**src/rtl/simd_pkg.sv**
```systemverilog
// Shared types for the SIMD matrix core front end.
// Element/word geometry and loader FSM states.
package simd_pkg;

  localparam int ELEM_W = 32;
  localparam int LANES  = 4;
  localparam int WPM    = 16;
  localparam int LANE_IW = $clog2(LANES);

  typedef logic [LANES*ELEM_W-1:0] word_t;

  typedef enum logic [1:0] {
    LOAD_A,
    LOAD_B,
    START,
    WAIT
  } ld_state_t;

endpackage

```
**src/rtl/lane_packer.sv**
```systemverilog
// Packs LANES consecutive elements into one RAM word.
// The newest element is passed straight through as the top lane.
module lane_packer
  import simd_pkg::*;
(
  input  logic              clk,
  input  logic              rst,
  input  logic              in_valid,
  input  logic [ELEM_W-1:0] in_data,
  output word_t             word,
  output logic              word_done
);

  localparam int SH_W = (LANES-1)*ELEM_W;

  logic [SH_W-1:0]    sh_q;
  logic [LANE_IW-1:0] idx_q;

  always_ff @(posedge clk) begin
    if (rst) begin
      sh_q  <= '0;
      idx_q <= '0;
    end else if (in_valid) begin
      sh_q  <= {in_data, sh_q[SH_W-1:ELEM_W]};
      idx_q <= idx_q + 1'b1;
    end
  end

  assign word      = {in_data, sh_q};
  assign word_done = in_valid &&
                     (idx_q == LANE_IW'(LANES-1));

endmodule

```
**src/rtl/matrix_loader.sv**
```systemverilog
// Loads operand matrices A then B into the core RAMs,
// pulses the core start and waits for its stop edge.
module matrix_loader #(
  parameter int ELEM_W = 32,
  parameter int LANES  = 4,
  parameter int ROWS   = 8,
  parameter int COLS   = 8,
  parameter int ADDR_W = 4
) (
  input  logic                    clk,
  input  logic                    rst,
  input  logic [ELEM_W-1:0]       s_data,
  input  logic                    s_valid,
  output logic                    s_ready,
  input  logic                    s_last,
  output logic                    wr_en_a,
  output logic                    wr_en_b,
  output logic [ADDR_W-1:0]       wr_addr,
  output logic [LANES*ELEM_W-1:0] wr_data,
  output logic                    core_valid,
  input  logic                    core_stop,
  output logic                    busy,
  output logic                    err_last
);

  import simd_pkg::*;

  localparam int BEATS = ROWS*COLS;
  localparam int BW    = $clog2(BEATS);
  localparam int SH    = $clog2(LANES);

  ld_state_t state_q, state_d;

  logic [BW-1:0]           beat_q;
  logic                    stop_q;
  logic                    accept;
  logic                    last_beat;
  logic                    stop_rise;
  logic                    loading;
  logic [LANES*ELEM_W-1:0] word;
  logic                    word_done;

  assign loading   = (state_q == LOAD_A) ||
                     (state_q == LOAD_B);
  assign s_ready   = !rst && loading;
  assign accept    = s_valid && s_ready;
  assign last_beat = beat_q == BW'(BEATS-1);
  assign stop_rise = core_stop && !stop_q;
  assign busy      = !rst &&
                     !((state_q == LOAD_A) &&
                       (beat_q == '0));

  lane_packer u_pack (
    .clk       (clk),
    .rst       (rst),
    .in_valid  (accept),
    .in_data   (s_data),
    .word      (word),
    .word_done (word_done)
  );

  always_comb begin
    state_d = state_q;
    unique case (state_q)
      LOAD_A:
        if (accept && last_beat)
          state_d = LOAD_B;
      LOAD_B:
        if (accept && last_beat)
          state_d = START;
      START:
        state_d = WAIT;
      WAIT:
        if (stop_rise)
          state_d = LOAD_A;
      default:
        state_d = LOAD_A;
    endcase
  end

  always_ff @(posedge clk) begin
    if (rst) begin
      state_q    <= LOAD_A;
      beat_q     <= '0;
      stop_q     <= 1'b0;
      err_last   <= 1'b0;
      wr_en_a    <= 1'b0;
      wr_en_b    <= 1'b0;
      wr_addr    <= '0;
      wr_data    <= '0;
      core_valid <= 1'b0;
    end else begin
      state_q    <= state_d;
      stop_q     <= core_stop;
      core_valid <= state_q == START;
      wr_en_a    <= word_done &&
                    (state_q == LOAD_A);
      wr_en_b    <= word_done &&
                    (state_q == LOAD_B);
      if (accept) begin
        beat_q <= beat_q + 1'b1;
        // framing is positional; s_last only flags
        if (s_last != last_beat)
          err_last <= 1'b1;
      end
      if (word_done) begin
        wr_addr <= ADDR_W'(beat_q >> SH);
        wr_data <= word;
      end
    end
  end

endmodule
```
**config.mk**
```make
export PLATFORM = sky130hd
export DESIGN_NAME = matrix_loader
export DESIGN_NICKNAME = d
export VERILOG_FILES = /design/src/rtl/simd_pkg.sv /design/src/rtl/lane_packer.sv /design/src/rtl/matrix_loader.sv
export SDC_FILE = /design/constraint.sdc
export NUM_CORES = 1
export LEC_CHECK = 0
export BUFFER_PORTS_ARGS = -buffer_cell sky130_fd_sc_hd__buf_2
export CAP_MARGIN = 20
export CORE_ASPECT_RATIO = 0.7
export CORE_MARGIN = 4
export CORE_UTILIZATION = 55
export DETAILED_ROUTE_END_ITERATION = 10
export PLACE_DENSITY = 0.79
export SLEW_MARGIN = 10
export SYNTH_ARGS = -nofsm -noshare
export SYNTH_HDL_FRONTEND = slang
export SYNTH_HIERARCHICAL = 1
export SYNTH_SLANG_ARGS = --single-unit
export TNS_END_PERCENT = 20
```
**constraint.sdc**
```tcl
create_clock -name clk -period 2.65 [get_ports clk]
set_input_delay 0.53 -clock clk [delete_from_list [all_inputs] [get_ports clk]]
set_output_delay 0.53 -clock clk [all_outputs]
set_load 0.02 [all_outputs]
```
== Word-level counts from Yosys, hierarchy flattened ==
Cells that the tools add are included.
Storage, ports and cells
  register bits after elaboration: 243
  bits in latches: 0
  bits in writable memories: 0
  bits in read-only memories: 0
  input port bits: 37
  output and inout port bits: 138
  memories kept: 0
Cells by class
  add/subtract/negate cells: 2
  $mul: 0
  div/mod/pow operators: 0
  magnitude comparators: 0
  equal/unequal tests: 9
  shifts and indexed selects: 0
  mux-type cells: 4
  bitwise operators: 0
  reduce and logical (&&, ||, !) cells: 17
Operators by type and width (number)
  logical AND 1 bit: 9
  case mux 2 bit (4 select lines): 1
  adder 6 x 1 -> 6 bit (second input constant): 1
  == test 2 bit (second input constant): 3
  == test 6 bit (second input constant): 1
  logical NOT 6 bit: 1
  two-way mux 2 bit: 3
  inequality test 2 x 1 -> 1 bit (second input constant): 2
  logical NOT 1 bit: 3
  AND reduction 3 bit: 1
  adder 2 x 1 -> 2 bit (second input constant): 1
  == test 2 x 1 -> 1 bit (second input constant): 1
  logical NOT 2 bit: 1
  inequality test 2 bit (second input constant): 1
  AND reduction 2 bit: 1
  logical OR 1 bit: 1
  inequality test 1 bit: 1

== Depth between registers and ports, before layout ==
  depth after elaboration: 7
  depth in mapped cells: 14

== By module ==
Netlist, hierarchy kept.
Modules (own cells, without submodules)
  matrix_loader: times used 1, cells an instance 495, area an instance 5310.1 um^2, sequential area each 2902.8 um^2
  lane_packer: times used 1, cells an instance 350, area an instance 3708.6 um^2, sequential area each 1961.9 um^2

== Least setup slack after synthesis ==
Ideal clock, no wire load.
  kind: register -> register
  start: register state_q[0]
  end: register wr_data[41]
  library setup time: 0.128 ns
  arrival time: 2.297 ns
  data required time: 2.522 ns
  slack: 0.226 ns
  cell stages (with the launch flop): 15
  cell sequence: dfxtp_1 > inv_1 > ha_1 > o21ba_2 > nand2_1 > inv_2 > buf_4 > buf_6 > buf_8 > and2_1 > buf_4 > buf_6 > buf_6 > mux2i_1 > nor2_1
Between the ends
  longest elaborated chain between the ends: 5
  elaborated cells between the ends (all ways): 6
  classes of those cells: eq/ne: 1; reduce/logical: 5
RTL lines
  start: declaration: RTL line matrix_loader.sv:32  | ld_state_t state_q, state_d;
  start signal: assignment: RTL line matrix_loader.sv:93  | state_q <= state_d;
  == test 2 x 1 -> 1 bit or logical NOT 2 bit (tied branches): RTL line matrix_loader.sv:44, matrix_loader.sv:43
  logical OR 1 bit *: RTL line matrix_loader.sv:43  | assign loading = (state_q == LOAD_A) ||
  logical AND 1 bit *: RTL line matrix_loader.sv:45  | assign s_ready = !rst && loading;
  net s_ready: RTL line matrix_loader.sv:14  | output logic s_ready,
  logical AND 1 bit *: RTL line matrix_loader.sv:46  | assign accept = s_valid && s_ready;
  net accept: RTL line matrix_loader.sv:36  | logic accept;
  logical AND 1 bit *: RTL line lane_packer.sv:30  | assign word_done = in_valid &&
  net word_done: RTL line matrix_loader.sv:41  | logic word_done;
  end signal: assignment: RTL line matrix_loader.sv:108  | wr_data <= word;
  end: declaration: RTL line matrix_loader.sv:19  | output logic [LANES*ELEM_W-1:0] wr_data,
The timed path passes the listed nets; every way through them passes the cells marked *.
A chain may end at the register's enable or synchronous reset.

== Worst setup path in the final report ==
  start: register state_q[0]
  end: register wr_data[100]
Between the ends
  longest elaborated chain between the ends: 5
  elaborated cells between the ends (all ways): 6
  classes of those cells: eq/ne: 1; reduce/logical: 5
RTL lines (RTL line)
  == test 2 x 1 -> 1 bit or logical NOT 2 bit (tied branches): matrix_loader.sv:44, matrix_loader.sv:43
  logical OR 1 bit *: matrix_loader.sv:43
  logical AND 1 bit *: matrix_loader.sv:45
  logical AND 1 bit *: matrix_loader.sv:46
  net accept: matrix_loader.sv:36
  logical AND 1 bit *: lane_packer.sv:30
  net word_done: matrix_loader.sv:41
Marks and branches as above.

==> results.ini <==
[worst_setup_path]
crit_fanout=24
cp_top_family=buffers and inverters
critical_path.slowest_cell=dfxtp_1
cp_common_cell=buf_12
crit_buf_inv=4
path_cells=inv_1 -> ha_1 -> o21ba_2 -> nand2_1 -> inv_6 -> and2_4 -> buf_12 -> buf_12 -> mux2i_1 -> nor2_1
endpoint_kind=flop
worst_setup_path_start_kind=flop
path_class=flop to flop
arrival_ns=2.69
critPathMaxStageDelay_ns=0.35
reg2reg_depth=10
r2r_end=wr_data[100]
cp.required_ns=2.99
reg2reg_setup_slack_ns=0.30
timing.rr.start=state_q[0]

[sta]
setup_slack_ns=0.2950
finalHoldViolations=0
fin_setup_tns_ns=0
tightest_slew_ns=1.202
fin_crit_sh_pct=88.87
max_freq_mhz=424.6
min_period_ns=2.355
setup_viol=0
rsz0062_at_grt=false
slew_headroom_pct=19.88
holdWs_ns=0.2793
drv_slew=0
finalClockSkew_ns=0.006822

[global_route]
overflow=0
grt_pass1_vias=5685
met3_usage_pct=5.446
grt-busiest-layer=met2
antenna_found_initial=0
grt_use_met2_pct=29.30
grt_pass1_wl_um=28150
grt_util_all_layers_pct=17.93
grt_max_degree=245
grt_use_met1_pct=23.75

[cells_and_area]
final-seq-area_um2=4865
multiInputGateArea_um2=3545
fin_area_um2=10590
finish.net_count=1013
final_layout_size_suffix_gt1_share_pct=23.37
syn_to_final_growth_pct=17.41
fillers=1264
final_util_pct=67.08
finalNonFillerCells=1204
antenna_cells=0

[pwr]
leakagePower_nw=4.409
p_per_area_nw_per_um2=703.2
power_mw=7.447
peakVddDrop_mv=0.7945

[clock_network]
cts-resized-gates=0
cts_setup_buffers=0
clk_latency_ns=0.49
ctsHoldBuffers=0
clk_pin_slew_worst_paths_ns=0.06
htree_levels=1
cts_tree=done
cts-buffers-inserted=23
cts-root-buf=clkbuf_16
cts.sinks=243
cts.path.max_buffers=3

[synth]
ys_types=35
synthAdderAreaFrac_pct=0.9711
avgSynthCellArea_um2=10.67
yosys_register_bits=243
synth-compound-area-share_pct=0.9434
synth_top_family_by_area=multiplexers
ys_seq_area_share_pct=53.94
synthSimpleGateAreaFrac_pct=11.25
synthCells=845
yosys_warnings=6
synth_nets=889
synth_xor_area_share_pct=0.5827
synth_area_um2=9019
synth.mux.area_fraction_pct=25.53

[drt]
wl_per_cell_um=14.34
first_pass_iters=4
drtAntennaViolNets=0
vias_per_cell=4.900
drtIter0Drc=357
vias=5900
drc=0
wl_um=17270

[placed_design]
hpwl_um=11130
dpl_worst_slack_ns=0.3665
port_buffers=174
routabilityCongestion=0.7369
post_dp_cell_area_um2=9781
dp.cells=1164

[die]
die-area_um2=18540
die_y_um=115.1
core_area_um2=15790
initial_core_util_pct=57.13
io_pins=175
die_w_um=161.1
rows=38

[min_path]
holdPathStages=3
hp-class=primary input to flop
min_to=stop_q
hold_path_startpoint=core_stop

[run]
max_cap_violations=0

[run_status]
status=complete, no violations

[synth_stat cells, drive strengths merged]
cell	number	share of area, %
nor4	2	0.21
and4	1	0.12
nand2	4	0.17
nor2	237	9.9
o21ai	2	0.11
a31o	1	0.19
and3	2	0.15
buf	66	5.7
xnor2	2	0.19
a21oi	2	0.15
o22ai	1	0.069
xor2	4	0.39
clkbuf	19	0.79
nand3	4	0.22
o21ba	1	0.11
and3b	2	0.19
nand2b	1	0.069
nor2b	1	0.069
ha	7	0.97
nor3	1	0.11
o21a	1	0.083
and2	1	0.069
dfxtp	243	54
a31oi	2	0.14
mux2i	230	26
o31ai	1	0.083
inv	7	0.29
[report_power, final]
part	internal [mW]	total, mW	switching, mW	leakage (nW)
logic	0.102	0.257	0.155	2.04
registers	3.70	3.73	0.0323	1.96
clock network	2.16	3.46	1.30	0.403
total	5.95	7.45	1.49	4.41
[final cells by class]
type,count,area share (%)
multi-input cells,510,33.48
well taps,220,2.600
inverters,7,0.2954
flip-flops and latches,243,45.94
repair buffers,184,10.06
clock buffers,29,5.932
clock inverters,11,1.702
[metal layers]
layer  vias up  share of wire (%)
met1      2716                 46
met5         -                  0
li1       3012                  -
met4         0                2.0
met3        28                8.2
met2       144                 44
[worst register-to-register path, stage by stage, from the launching register on]
cell	delay [ns]
dfxtp_1	0.35
inv_1	0.09
ha_1	0.29
o21ba_2	0.23
nand2_1	0.14
inv_6	0.09
and2_4	0.26
buf_12	0.20
buf_12	0.21
mux2i_1	0.27
nor2_1	0.06
[logic make-up after synthesis]
logic type                 Yosys count
adders and majority gates            7
DFF                                243
xor gates and xnor gates             6
and+or+nand+nor                    256
muxes                              230
buffers and inverters               92
AOI/OAI and AO/OA                   11
[placed cells by master (no fill, tap or decap), types with 2 or more instances in the layout]
cell	Yosys	final
a31oi_1	2	2
and3b_1	2	2
buf_12	0	9
buf_2	6	173
bufinv_16	0	5
clkbuf_1	19	3
clkbuf_16	0	23
clkbuf_8	0	3
clkinv_2	0	6
dfxtp_1	243	243
ha_1	7	7
inv_1	6	6
mux2i_1	230	230
nand2_1	4	4
nand3_1	4	4
nor2_1	237	237
o21ai_0	2	2
xnor2_1	2	2
xor2_1	4	4
[how the worst max path moves through the flow]
| stage | from | end | slack, ns | depth (start not counted) |
|---|---|---|---|---|
| 2_1_floorplan | state_q[0] | wr_data[41] | 0.23 | 14 |
| 4_1_cts | state_q[0] | wr_data[100] | 0.30 | 10 |
| 5_1_grt | state_q[0] | wr_data[100] | 0.17 | 10 |
| 6_report | state_q[0] | wr_data[100] | 0.30 | 10 |
| 3_5_place_dp | state_q[0] | wr_data[100] | 0.37 | 10 |
| 3_3_place_gp | rst | wr_data[103] | 0.43 | 9 |
[sequential cells by signal (all words and copies together), names as in the netlist]
signal,cells
wr_en_a,1
err_last,1
wr_data,128
u_pack/sh_q,96
wr_addr,4
wr_en_b,1
state_q,2
core_valid,1
u_pack/idx_q,2
stop_q,1
beat_q,6
No activity file was read; power rests on OpenSTA's default activity.
